[src/rtl/mem_dump_tx.sv]
// mem_dump_tx: reads 32-bit words from RAM and streams them out LSB byte first under txready flow control.
module mem_dump_tx #(
    parameter int ADDR_W    = 12,
    parameter int ADDR_STEP = 4
) (
    input  logic              clk,
    input  logic              reset,
    input  logic              start,
    input  logic [ADDR_W-1:0] base_addr,
    input  logic [7:0]        word_count,
    output logic              read_enable,
    output logic [ADDR_W-1:0] read_addr,
    input  logic [31:0]       read_data,
    input  logic              txready,
    output logic [7:0]        txdata,
    output logic              txclk,
    output logic              busy,
    output logic              done
);
    typedef enum logic [2:0] {IDLE, READ, CAPTURE, SEND, DONE} state_t;
    state_t state, state_n;
    logic [ADDR_W-1:0] cur_addr;
    logic [7:0]        remaining;
    logic [1:0]        byte_idx;
    logic [31:0]       word;
    logic              accept, last;
    assign accept      = (state == SEND) && txready;
    assign last        = accept && (byte_idx == 2'd3);
    assign read_enable = (state == READ);
    assign read_addr   = cur_addr;
    assign busy        = (state != IDLE);
    assign done        = (state == DONE);
    always_comb begin
        state_n = state;
        case (state)
            IDLE:    if (start) state_n = (word_count != 8'd0) ? READ : DONE;
            READ:    state_n = CAPTURE;
            CAPTURE: state_n = SEND;
            SEND:    if (last) state_n = (remaining > 8'd1) ? READ : DONE;
            default: state_n = IDLE;
        endcase
    end
    always_ff @(posedge clk) begin
        if (reset) begin
            state     <= IDLE;
            cur_addr  <= '0;
            remaining <= '0;
            byte_idx  <= '0;
            word      <= '0;
            txdata    <= '0;
            txclk     <= 1'b0;
        end else begin
            state <= state_n;
            txclk <= accept;
            if (state == IDLE && start && word_count != 8'd0) begin
                cur_addr  <= base_addr;
                remaining <= word_count;
            end
            if (state == CAPTURE) begin
                word     <= read_data;
                byte_idx <= '0;
            end
            if (accept) begin
                txdata   <= word[8*byte_idx +: 8];
                byte_idx <= byte_idx + 2'd1;
            end
            // Address wraps naturally at ADDR_W bits.
            if (last) begin
                remaining <= remaining - 8'd1;
                cur_addr  <= cur_addr + ADDR_W'(ADDR_STEP);
            end
        end
    end
endmodule

[config.mk]
export PLATFORM = sky130hd
export DESIGN_NAME = mem_dump_tx
export DESIGN_NICKNAME = d
export VERILOG_FILES = /design/src/rtl/mem_dump_tx.sv
export SDC_FILE = /design/constraint.sdc
export NUM_CORES = 1
export LEC_CHECK = 0
export CORE_AREA = 8 8 110 112
export CTS_BUF_LIST = sky130_fd_sc_hd__clkbuf_2
export DETAILED_ROUTE_END_ITERATION = 16
export DIE_AREA = 0 0 118 120
export PLACE_DENSITY = 0.57
export SLEW_MARGIN = 20
export SYNTH_ARGS = -nofsm -noshare
export SYNTH_HDL_FRONTEND = slang
export SYNTH_SLANG_ARGS = --single-unit
[constraint.sdc]
create_clock -name clk -period 5.19 [get_ports clk]
set_input_delay 1.038 -clock clk [delete_from_list [all_inputs] [get_ports clk]]
set_output_delay 1.038 -clock clk [all_outputs]
set_load 0.01 [all_outputs]
## Yosys cells after proc, flatten, opt, wreduce, memory -nomap -nowiden

Index checks and enable logic that the tools add are counted.

| operators by class | value |
|---|---|
| add/sub/neg operators | 3 |
| reduce and logical (&&, ||, !) cells | 10 |
| shift operators | 1 |
| mux-type cells | 11 |
| magnitude comparators | 1 |
| equal/unequal tests | 7 |

Operator list:

| cell | number |
|---|---|
| $shiftx 32x6->8 | 1 |
| $mux 12 | 2 |
| $mux 8 | 2 |
| $add 12x3->12 const B | 1 |
| $mux 3 | 4 |
| $pmux 3 s4 | 1 |
| $gt 8x1->1 const B | 1 |
| $reduce_bool 8->1 | 1 |
| $sub 8x1->8 const B | 1 |
| $eq 3x2->1 const B | 2 |
| $logic_and 1x1->1 | 4 |
| $mux 2 | 2 |
| $ne 2x2->1 const B | 2 |
| $reduce_bool 2->1 | 2 |
| $eq 3x1->1 const B | 1 |
| $eq 3x3->1 const B | 1 |
| $logic_not 3->1 | 1 |
| $reduce_bool 3->1 | 1 |
| $add 2x1->2 const B | 1 |
| $eq 2x2->1 const B | 1 |
| $reduce_and 2->1 | 1 |

| storage, ports and cells | value |
|---|---|
| bits of input ports | 56 |
| bits in registers | 66 |
| logic and storage cells | 40 |
| output and inout port bits | 24 |

## Longest topological paths before layout

| logic depth | value |
|---|---|
| word-level depth | 5 |
| depth in mapped cells | 7 |
| mapped depth without buffers | 6 |

## Worst setup path before layout

Ideal clock, no wire load.

| timing path | value |
|---|---|
| kind | input to register |
| from | input port txready |
| to | register remaining[7] |
| path buffers | 0 |
| arrival time | 2256 ps |
| stages on the path | 4 |
| path slack | 2859 ps |
| library setup time | 74 ps |
| cells stage by stage | or4bb_1 > or4_1 > or2_0 > a31oi_1 |

| on the way | value |
|---|---|
| word-level cells in the longest chain between the ends | 3 |
| elaborated cells on any way between the ends | 4 |
| those cells by class | mux: 1; reduce/logical: 3 |

RTL lines:

| element | RTL line | text |
|---|---|---|
| from (decl) | 14 | `input logic txready,` |
| $logic_and 1x1->1 * | 27 | `assign accept = (state == SEND) && txready;` |
| $logic_and 1x1->1 * | 28 | `assign last = accept && (byte_idx == 2'd3);` |
| $mux 8 / $reduce_bool 2->1 (equally long branches) | n/a |  |
| to (signal assigned) | 57 | `remaining <= word_count;` |
| to (signal assigned) | 69 | `remaining <= remaining - 8'd1;` |
| to (decl) | 23 | `logic [7:0] remaining;` |

Every way passes the cells marked *; elsewhere a longest branch is shown, timed or not.
A chain may end at the register's enable or synchronous reset.

## Final worst setup path

| timing path | value |
|---|---|
| from | register state[0] |
| to | output port read_enable |

| on the way | value |
|---|---|
| word-level cells in the longest chain between the ends | 1 |

RTL lines:

| element | RTL line | text |
|---|---|---|
| from (decl) | 21 | `state_t state, state_n;` |
| from (signal assigned) | 53 | `state <= state_n;` |
| $eq 3x1->1 | 29 | `assign read_enable = (state == READ);` |
| to (decl) | 11 | `output logic read_enable,` |

No other way between the ends.

==> impl_results.rst <==
.. list-table::
   :header-rows: 1

   * - Metric
     - Value
   * - Result of the run
     - finished clean
   * - Pin count of the biggest net entering global routing
     - 40
   * - H-tree level count
     - 3
   * - Final sum of negative setup slack
     - 0 ns
   * - Netlist area before placement
     - 0.003033 mm^2
   * - DRT antenna net count
     - 0
   * - Clock latency on the worst-skew pair
     - 0.51 ns
   * - Post-CTS setup buffer count
     - 0
   * - DR vias/cell
     - 4.888
   * - Num CTS Buffers
     - 9
   * - Number of antenna violations at the first check in global routing
     - 1
   * - Router iterations before antenna repair
     - 4
   * - Smallest setup slack after layout
     - approximately 2.3 ns
   * - Clock sink count
     - 66
   * - DP HPWL
     - 6.293 mm
   * - # resized after CTS
     - 0
   * - Maximum clock insertion buffer count
     - 2
   * - Endpoint of the lowest-slack register-to-register path
     - read_addr[8]$_SDFFE_PP0P_
   * - Worst Setup Start Kind
     - flip-flop
   * - Number of non-filler instances in the completed layout
     - 580
   * - RSZ-0062 raised after global routing
     - no
   * - Final period utilization
     - 56.42%
   * - Post-placement setup slack
     - 2.093 ns
   * - Clock period minus final worst setup slack
     - 2.928 ns
   * - Layout overhead on the synthesized area
     - 33.25%
   * - Post-synth EDFFs
     - 0
   * - Cell chosen for the clock root
     - sky130_fd_sc_hd__clkbuf_2
   * - Standard-cell rows
     - 38
   * - Largest cells by area after synthesis
     - sky130_fd_sc_hd__dfxtp_1 44%, sky130_fd_sc_hd__nand2_1 13%, sky130_fd_sc_hd__a21oi_1 8.4%
   * - Cell Count Post-Placement
     - 563
   * - Source of the critical timing path
     - state[0]$_SDFFE_PP0P_
   * - Drc violations
     - 0
   * - Most common cell in the netlist
     - sky130_fd_sc_hd__nand2_1
   * - Initial Util
     - 28.86%
   * - Critical path data required time
     - between 4 and 5 ns
   * - Max_slew headroom
     - 52.79%
   * - Post-Synthesis Net Count
     - 427
   * - Core Util, Final
     - 38.46%
   * - Number of setup violations in the final report
     - 0
   * - Synthesized instance count
     - 367
   * - Routed WL per cell
     - about 15 um
   * - Reg clk slew, reported paths
     - around 0.18 ns
   * - Peak ir drop on the vdd network
     - 0.1348 mV
   * - Depth of the most critical reg-to-reg path
     - 5
   * - Total power after layout
     - 1.131 mW
   * - Via count of the first global-routing pass
     - 2846
   * - Layout filler cell count
     - 1081
   * - Storage element area
     - between 0.001 and 0.0015 mm^2
   * - WL final
     - 8.623 mm
   * - Die area
     - 0.01416 mm^2
   * - # hold bufs at CTS
     - 0
   * - Count of port buffers added during placement
     - 79
   * - Library cell occupying the most area in the post-synthesis netlist
     - sky130_fd_sc_hd__dfxtp_1
   * - Clock tree from TritonCTS
     - built
   * - Global-route wire length before repair
     - around 14 mm
   * - Critical Path End
     - read_enable
   * - Max-slew violation total from the final report
     - 0
   * - GRT Residual Overflow
     - 0
   * - Overall die width
     - around 120 um
   * - Share of the synthesized area in the top cell type
     - 43.56%
   * - P per Cell Area
     - 279.9 mW/mm^2
   * - Floorplan core area
     - 0.01051 mm^2
   * - CP Max Fanout
     - 12
   * - Worst reg2reg setup slack
     - 2.61 ns
   * - Via count
     - 2835
   * - Fin Clk Skew
     - 0.04011 ns
   * - All-Layer GR Usage
     - roughly an eighth
   * - Path type of the worst setup path
     - reg2out
   * - List of most frequent post-synthesis cells
     - 101 x sky130_fd_sc_hd__nand2_1, 66 x sky130_fd_sc_hd__dfxtp_1, 51 x sky130_fd_sc_hd__a21oi_1, 20 x sky130_fd_sc_hd__nand3_1, 19 x sky130_fd_sc_hd__clkbuf_1
   * - Maxcap violations
     - 0
   * - Layout cell share with drive strength beyond 1
     - ~7.3%
   * - Upper clock frequency limit
     - approximately 0.34 GHz
   * - Portion of the post-synthesis area used by sequential elements
     - 43.56%
   * - Hold Violations, Final
     - 0
   * - Lkg Pwr
     - around 1.3 nW
   * - FFs w/ async S/R, synth
     - 0%
   * - Area used by multi-input combinational logic
     - 0.001575 mm^2
   * - I/O pins
     - 80
   * - Commonest register cell after synthesis
     - sky130_fd_sc_hd__dfxtp_1
   * - Drt first-iter violations
     - 139
   * - Gpl congestion
     - 0.8108
   * - Critical Path Sink Type
     - primary output
   * - Die height
     - ~120 um
   * - Worst-margin pin slew
     - about 0.7 ns
   * - Number of nets at the end of the flow
     - 494
   * - Synth warnings
     - 0
   * - Synth Register Bits
     - 66
   * - Synthesized area per cell
     - 8.264 um^2
   * - WP data arrival
     - ~1.9 ns
   * - Number of distinct library cell variants in the gate-level netlist after synthesis
     - 48
   * - Worst Hold Class
     - reg2reg
   * - Launch point of the worst reg-to-reg path
     - byte_idx[0]$_SDFFE_PP0P_
worst min path at each step:
stage / start / to / cells after the start
2_1_floorplan: word[16]$_SDFFE_PP0P_ / word[16]$_SDFFE_PP0P_ / 2
3_3_place_gp: word[8]$_SDFFE_PP0P_ / word[8]$_SDFFE_PP0P_ / 2
3_5_place_dp: word[14]$_SDFFE_PP0P_ / word[14]$_SDFFE_PP0P_ / 2
4_1_cts: word[14]$_SDFFE_PP0P_ / word[14]$_SDFFE_PP0P_ / 2
5_1_grt: word[27]$_SDFFE_PP0P_ / word[27]$_SDFFE_PP0P_ / 2
6_report: word[6]$_SDFFE_PP0P_ / word[6]$_SDFFE_PP0P_ / 2
cell usage in the layout (no fill, tap or decap), drive strengths merged, types with 3 or more instances in the layout:
| master | netlist | final |
|---|---|---|
| dfxtp | 66 | 66 |
| buf | 5 | 4 |
| o311ai | 3 | 3 |
| nand2 | 101 | 101 |
| clkdlybuf4s50 | 0 | 78 |
| clkbuf | 21 | 10 |
| a2bb2oi | 4 | 4 |
| o211ai | 3 | 3 |
| and2 | 3 | 3 |
| a31oi | 7 | 7 |
| nor2 | 8 | 8 |
| nor4 | 7 | 7 |
| ha | 4 | 4 |
| nand4 | 5 | 5 |
| nand3 | 20 | 20 |
| nor3 | 5 | 5 |
| or4 | 5 | 5 |
| inv | 5 | 6 |
| or3 | 3 | 3 |
| mux4 | 8 | 8 |
| nand2b | 3 | 3 |
| a21oi | 51 | 51 |
registers in the layout, indices dropped and copies added (netlist names):
register   flops
remaining      8
txdata         8
word          32
txclk          1
byte_idx       2
state          3
read_addr     12
worst max-delay path: stages (launching register included):
cell	delay [ns]
sky130_fd_sc_hd__dfxtp_1	0.60
sky130_fd_sc_hd__nor3b_1	0.25
sky130_fd_sc_hd__clkdlybuf4s50_1	0.57
per-layer routing:
metal / wire length [um] / GRT usage, %
met4: 124 / 5.845
met3: 249 / 2.161
met2: 4198 / 20.47
met1: 4051 / 15.27
met5: 0 / 0
logic make-up (layout without fill, tap and decap cells):
group	after synthesis	in the layout	synth area share (%)
other	0	1	0
buffers and inverters	31	103	4.662
muxes	10	10	6.601
and+or+nand+nor	172	172	26.82
DFF	66	66	43.56
xor gates and xnor gates	1	1	0.2888
AOI/OAI and AO/OA	83	83	16.42
adders and majority gates	4	4	1.650
stage by stage:
stage	hold WS, ns	cell area (um^2)
floorplan	0.4331	3033
detailed placement	0.4467	3899
global route	0.4885	4041
CTS	0.4689	4039
global placement	0.4398	3899
finish	0.4656	4041
report_power, final:
group	switching, mW	internal [mW]	leakage [nW]
clock network	0.198	0.163	0.0825
logic	0.0952	0.102	0.710
registers	0.0323	0.540	0.538
final cells by class:
type	instances	share of cell area (%)
timing repair buffer	82	20.00
inverter	5	0.4644
antenna	1	0.06192
tap	140	4.334
clock inverter	6	2.229
sequential	66	32.69
multi-input combinational	270	38.98
clock buffer	10	1.238
No activity file was read; power rests on OpenSTA's default activity.
